### src/rtl/timer_pkg.sv
// Shared types and default parameters for the timeout timer.
// The state encoding is fixed so waveforms read the same across tools.
package timer_pkg;

  typedef enum logic [1:0] {
    IDLE    = 2'b00,
    RUN     = 2'b01,
    PAUSE   = 2'b10,
    EXPIRED = 2'b11
  } state_t;

  localparam int DEF_DIV     = 50_000_000;
  localparam int DEF_TIMEOUT = 10;

endpackage

### src/rtl/tick_prescaler.sv
// Prescaler: emits one tick on the enabled cycle where the count reaches DIV-1.
// The count then wraps to 0. clr is a synchronous clear that has priority over en.
module tick_prescaler
  import timer_pkg::*;
#(
  parameter int DIV = DEF_DIV
) (
  input  logic clk,
  input  logic rst,
  input  logic clr,
  input  logic en,
  output logic tick
);

  localparam int PW = $clog2(DIV);
  localparam logic [PW-1:0] LAST = PW'(DIV - 1);

  logic [PW-1:0] pcnt;

  assign tick = en && (pcnt == LAST);

  // NOTE: sequential state uses non-blocking assignments. Registers that read
  // each other within the same edge then all see the values from before that edge.
  always_ff @(posedge clk or negedge rst) begin
    if (!rst) begin
      pcnt <= '0;
    end else if (clr) begin
      pcnt <= '0;
    end else if (en) begin
      pcnt <= tick ? '0 : pcnt + PW'(1);
    end
  end

endmodule

### src/rtl/timeout_timer.sv
// Timeout timer: counts prescaled ticks while enabled and latches t0 at TIMEOUT ticks.
// Only rst_timer or rst releases the timer from EXPIRED.
module timeout_timer
  import timer_pkg::*;
#(
  parameter int DIV     = DEF_DIV,
  parameter int TIMEOUT = DEF_TIMEOUT,
  parameter int CW      = $clog2(TIMEOUT + 1)
) (
  input  logic          clk,
  input  logic          rst,
  input  logic          en_cont,
  input  logic          rst_timer,
  output logic          t0,
  output logic [CW-1:0] count,
  output logic          busy
);

  localparam logic [CW-1:0] TOP = CW'(TIMEOUT);

  state_t        state, state_nxt;
  logic [CW-1:0] count_nxt;
  logic          t0_nxt;
  logic          presc_en;
  logic          tick;

  // The prescaler is frozen once EXPIRED so that it restarts cleanly after a clear.
  assign presc_en = en_cont && (state != EXPIRED);

  tick_prescaler #(
    .DIV (DIV)
  ) u_presc (
    .clk  (clk),
    .rst  (rst),
    .clr  (rst_timer),
    .en   (presc_en),
    .tick (tick)
  );

  // NOTE: every output of this block is assigned a default before any branch.
  // Without those defaults, a path that skips an assignment infers a latch.
  always_comb begin
    state_nxt = state;
    count_nxt = count;
    t0_nxt    = t0;
    if (rst_timer) begin
      state_nxt = IDLE;
      count_nxt = '0;
      t0_nxt    = 1'b0;
    end else begin
      case (state)
        IDLE, RUN, PAUSE: begin
          if (en_cont) begin
            state_nxt = RUN;
            if (tick) begin
              count_nxt = count + CW'(1);
              if (count_nxt == TOP) begin
                state_nxt = EXPIRED;
                t0_nxt    = 1'b1;
              end
            end
          end else if (state == RUN) begin
            state_nxt = PAUSE;
          end
        end
        default: ;  // EXPIRED holds until cleared
      endcase
    end
  end

  always_ff @(posedge clk or negedge rst) begin
    if (!rst) begin
      state <= IDLE;
      count <= '0;
      t0    <= 1'b0;
      busy  <= 1'b0;
    end else begin
      state <= state_nxt;
      count <= count_nxt;
      t0    <= t0_nxt;
      busy  <= (state_nxt == RUN);
    end
  end

endmodule

### config.mk
export PLATFORM = sky130hd
export DESIGN_NAME = timeout_timer
export DESIGN_NICKNAME = d
export VERILOG_FILES = /design/src/rtl/timer_pkg.sv /design/src/rtl/tick_prescaler.sv /design/src/rtl/timeout_timer.sv
export SDC_FILE = /design/constraint.sdc
export NUM_CORES = 1
export LEC_CHECK = 0
export ABC_AREA = 1
export BUFFER_PORTS_ARGS = -buffer_cell sky130_fd_sc_hd__buf_4
export CORE_UTILIZATION = 50
export CTS_BUF_LIST = sky130_fd_sc_hd__clkbuf_4
export CTS_CLUSTER_SIZE = 8
export DETAILED_ROUTE_END_ITERATION = 10
export GPL_TIMING_DRIVEN = 0
export MAX_ROUTING_LAYER = met4
export PLACE_DENSITY = 0.74
export SYNTH_ARGS = -nofsm -noshare
export SYNTH_HDL_FRONTEND = slang
export SYNTH_HIERARCHICAL = 1
export SYNTH_SLANG_ARGS = --single-unit
### constraint.sdc
create_clock -name clk -period 1.55 [get_ports clk]
set_input_delay 0.31 -clock clk [delete_from_list [all_inputs] [get_ports clk]]
set_output_delay 0.31 -clock clk [all_outputs]
set_load 0.05 [all_outputs]
==> reports/metrics.yaml <==
sta:
  hold_violations: 0
  worst_slew_pin_slew_ns: 0.432
  fin_skew_ns: 0.0170
  slew_viol_final: 0
  finalSetupViolCount: 29
  whs_ns: 0.201
  rsz0062_at_grt: "true"
  fin_crit_ns: 1.65
  slew_headroom_pct: 71.2
  max_freq_mhz: 606
  period_share_pct: 106
  setup_ws_ns: -0.101
clocking:
  clkLatencyLatePin_ns: 0.35
  cts_tree: "built"
  path_clk_slew_ns: 0.12
  cts_max_path_buffers: 2
  cts_buffers: 5
  cts_root_buffer: "clkbuf_4"
  clock-sinks: 34
  cts_max_level: 2
worst_hold_path:
  min-delay-start: "rst_timer"
  hold_path_end: "u_presc/pcnt[6]"
  hold_class: "primary input to flip-flop"
  hold_depth: 2
global_route:
  grt_pass1_vias: 1807
  grt_max_degree: 35
  antenna_found_initial: 0
  track_usage_pct: 24.7
  gr-total-overflow: 0
  grt_pass1_wl_um: 7970
layout:
  post-route-util_pct: 64.4
  fillers: 344
  fin_nets: 335
  drive_gt1_share_pct: 23.4
  area_growth_pct: 22.3
  diodes: 0
  instances_no_fill: 379
die:
  die_x_um: 67.4
  initial_core_util_pct: 52.6
  rows: 23
  core_area_mm2: 0.00406
  die_h_um: 67.4
  ios: 10
  die_area_mm2: 0.00454
placement:
  place_congestion: 0.904
  dp_cells: 360
  dp_hpwl_um: 3380
  port_buffers: 9
route:
  drcViolationCount: 0
  first_iter_violations: 169
  via_count: 2031
  wl_per_cell_um: 13.4
  postRouteAntennaNets: 0
  firstDrtPassIters: 4
  drt_wl_total_um: 5080
  post_drt_via_cell_ratio: 5.36
logic_synthesis:
  synth_top_area_share_pct: 39.8
  ys_warn_count: 6
  synth_area_leader_cell: "dfrtp_1"
  syn-num-nets: 308
  ys_ff_latch: 34
  synth_area_mm2: 0.00214
  yosysSeqAreaShare_pct: 39.8
  synth_area_leaders: "dfrtp_1 40%, nand2_1 13%, nor2_1 11%"
  synth_cell_types: 28
  syn_area_per_cell_um2: 7.10
  synth_cells: 301
power_and_ir_drop:
  leakage_nw: 1.06
  powerDensity_mw_per_mm2: 665
  ir_drop_v: 0.000442
critical_path:
  critPathLaunch: "state[1]"
  cp_data_required_time_ns: 1.83
  cp-start-kind: "flip-flop"
  regToRegStartpoint: "state[1]"
  crit_path_max_fanout: 4
  arrival_ns: 1.93
  cp_slowest_cell: "dfrtp_1"
  slowest_delay_ns: 0.44
  rr_worst_depth: 8
  r2r_slack_ns: -0.10
  crit_chain: "a21oi_4 > nand2_1 > nor2_1 > nand3_2 > nor2_4 > buf_6 > nand3_4 > a21boi_1"
  reg2reg_to: "state[1]"
  worstSetupPathType: "flip-flop to flip-flop"
  crit_path_end_kind: "flip-flop"
status:
  status: "complete, but fails checks"
  violations: "negative setup slack"
job:
  maxCapViolCount: 0
[cells in the final DEF, fill, tap and decap left out, types with 3 or more instances in the layout]
master | Yosys | layout
a21oi_1 | 8 | 6
buf_4 | 0 | 13
buf_6 | 1 | 6
clkbuf_4 | 0 | 6
dfrtp_1 | 34 | 34
inv_1 | 38 | 38
nand2_1 | 73 | 72
nand2_2 | 4 | 5
nand3_1 | 23 | 16
nand3_2 | 3 | 8
nand4_1 | 11 | 11
nor2_1 | 61 | 50
nor2_2 | 6 | 12
nor2_4 | 4 | 9
nor3_1 | 7 | 3
nor3_2 | 0 | 3
o21ai_1 | 4 | 4
xor2_1 | 6 | 6
[stage by stage]
step / setup slack [ns] / cell area, um2 / setup TNS (ns) / power (mW)
final: -0.101 / 2610 / -1.43 / 1.74
after global routing: -0.221 / 2610 / -4.55 / 1.80
after CTS: -0.0361 / 2440 / -0.122 / 1.72
after detailed placement: -0.248 / 2270 / -5.13 / 1.03
after global placement: -0.243 / 2270 / -4.65 / 1.03
after floorplan: 0.0105 / 2140 / 0 / 0.981
[how the worst max path moves through the flow]
stage	to	slack (ns)	cells after the start
floorplan	count[0]	0.01	8
global placement	u_presc/pcnt[23]	-0.24	9
detailed placement	u_presc/pcnt[23]	-0.25	9
CTS	count[3]	-0.04	9
global route	state[1]	-0.22	8
finish	state[1]	-0.10	8
[state kept, by name (all words and copies together) (netlist names)]
register      count
u_presc/pcnt     26
busy              1
t0                1
state             2
count             4
[cell type report]
| cell class | instances | area (um2) | area share [%] |
|---|---|---|---|
| Clock inverter | 3 | 45.0 | 1.72 |
| Timing Repair Buffer | 20 | 184 | 7.04 |
| Tap cell | 50 | 62.6 | 2.40 |
| Sequential cell | 34 | 851 | 32.6 |
| Clock buffer | 5 | 37.5 | 1.44 |
| Multi-Input combinational cell | 225 | 1260 | 48.3 |
| Buffer | 2 | 18.8 | 0.719 |
| Inverter | 40 | 153 | 5.85 |
[critical path: cells and delay by family, from the launching register on]
kind,cells,cell delay [ns]
and+or+nand+nor,5,0.62
DFF,1,0.44
AOI/OAI and AO/OA,2,0.38
buffers and inverters,1,0.13
[repair_timing]
| item | in CTS | in global routing |
|---|---|---|
| resized for setup | 11 | 31 |
| hold buffers | 1 | 0 |
| setup endpoints to repair | 31 | 31 |
| hold endpoints to repair | 34 | 0 |
| gates cloned | 0 | 1 |
| setup buffers | 5 | 4 |
| pin swaps | 7 | 23 |
[Yosys cell counts (all sizes together)]
| library cell | n |
|---|---|
| o22ai | 1 |
| nor2 | 71 |
| nand3 | 26 |
| a21oi | 9 |
| buf | 2 |
| xnor2 | 2 |
| a221oi | 1 |
| a21boi | 1 |
| nand4 | 11 |
| inv | 40 |
| o21bai | 1 |
| nor3 | 7 |
| dfrtp | 34 |
| nand3b | 1 |
| o21ai | 7 |
| ha | 3 |
| xor2 | 6 |
| nand2 | 78 |
[where the power goes]
group          internal [mW]  leakage (nW)  switching (mW)
sequential             0.896         0.471         0.00758
clock                  0.338        0.0374           0.342
combinational         0.0563         0.551          0.0978
total                   1.29          1.06           0.447
[layer usage]
metal / routed length (um) / global-route usage, % / vias to the layer above / share of wire, %
met5: 0 / - / - / 0
met4: 91 / 10.1 / 0 / 1.8
met3: 329 / 6.76 / 13 / 6.5
met2: 2390 / 37.9 / 58 / 47
met1: 2270 / 30.5 / 949 / 45
li1: - / - / 1011 / -
[cells by family after synthesis]
logic type,count (synthesis),synth area share (%)
fa+ha+maj,3,1.76
xor+xnor,8,3.28
simple gates,194,41.1
flops,34,39.8
compound gates,20,6.21
buf+inv,42,7.79
Note: power is estimated with default switching activity, not from simulation.
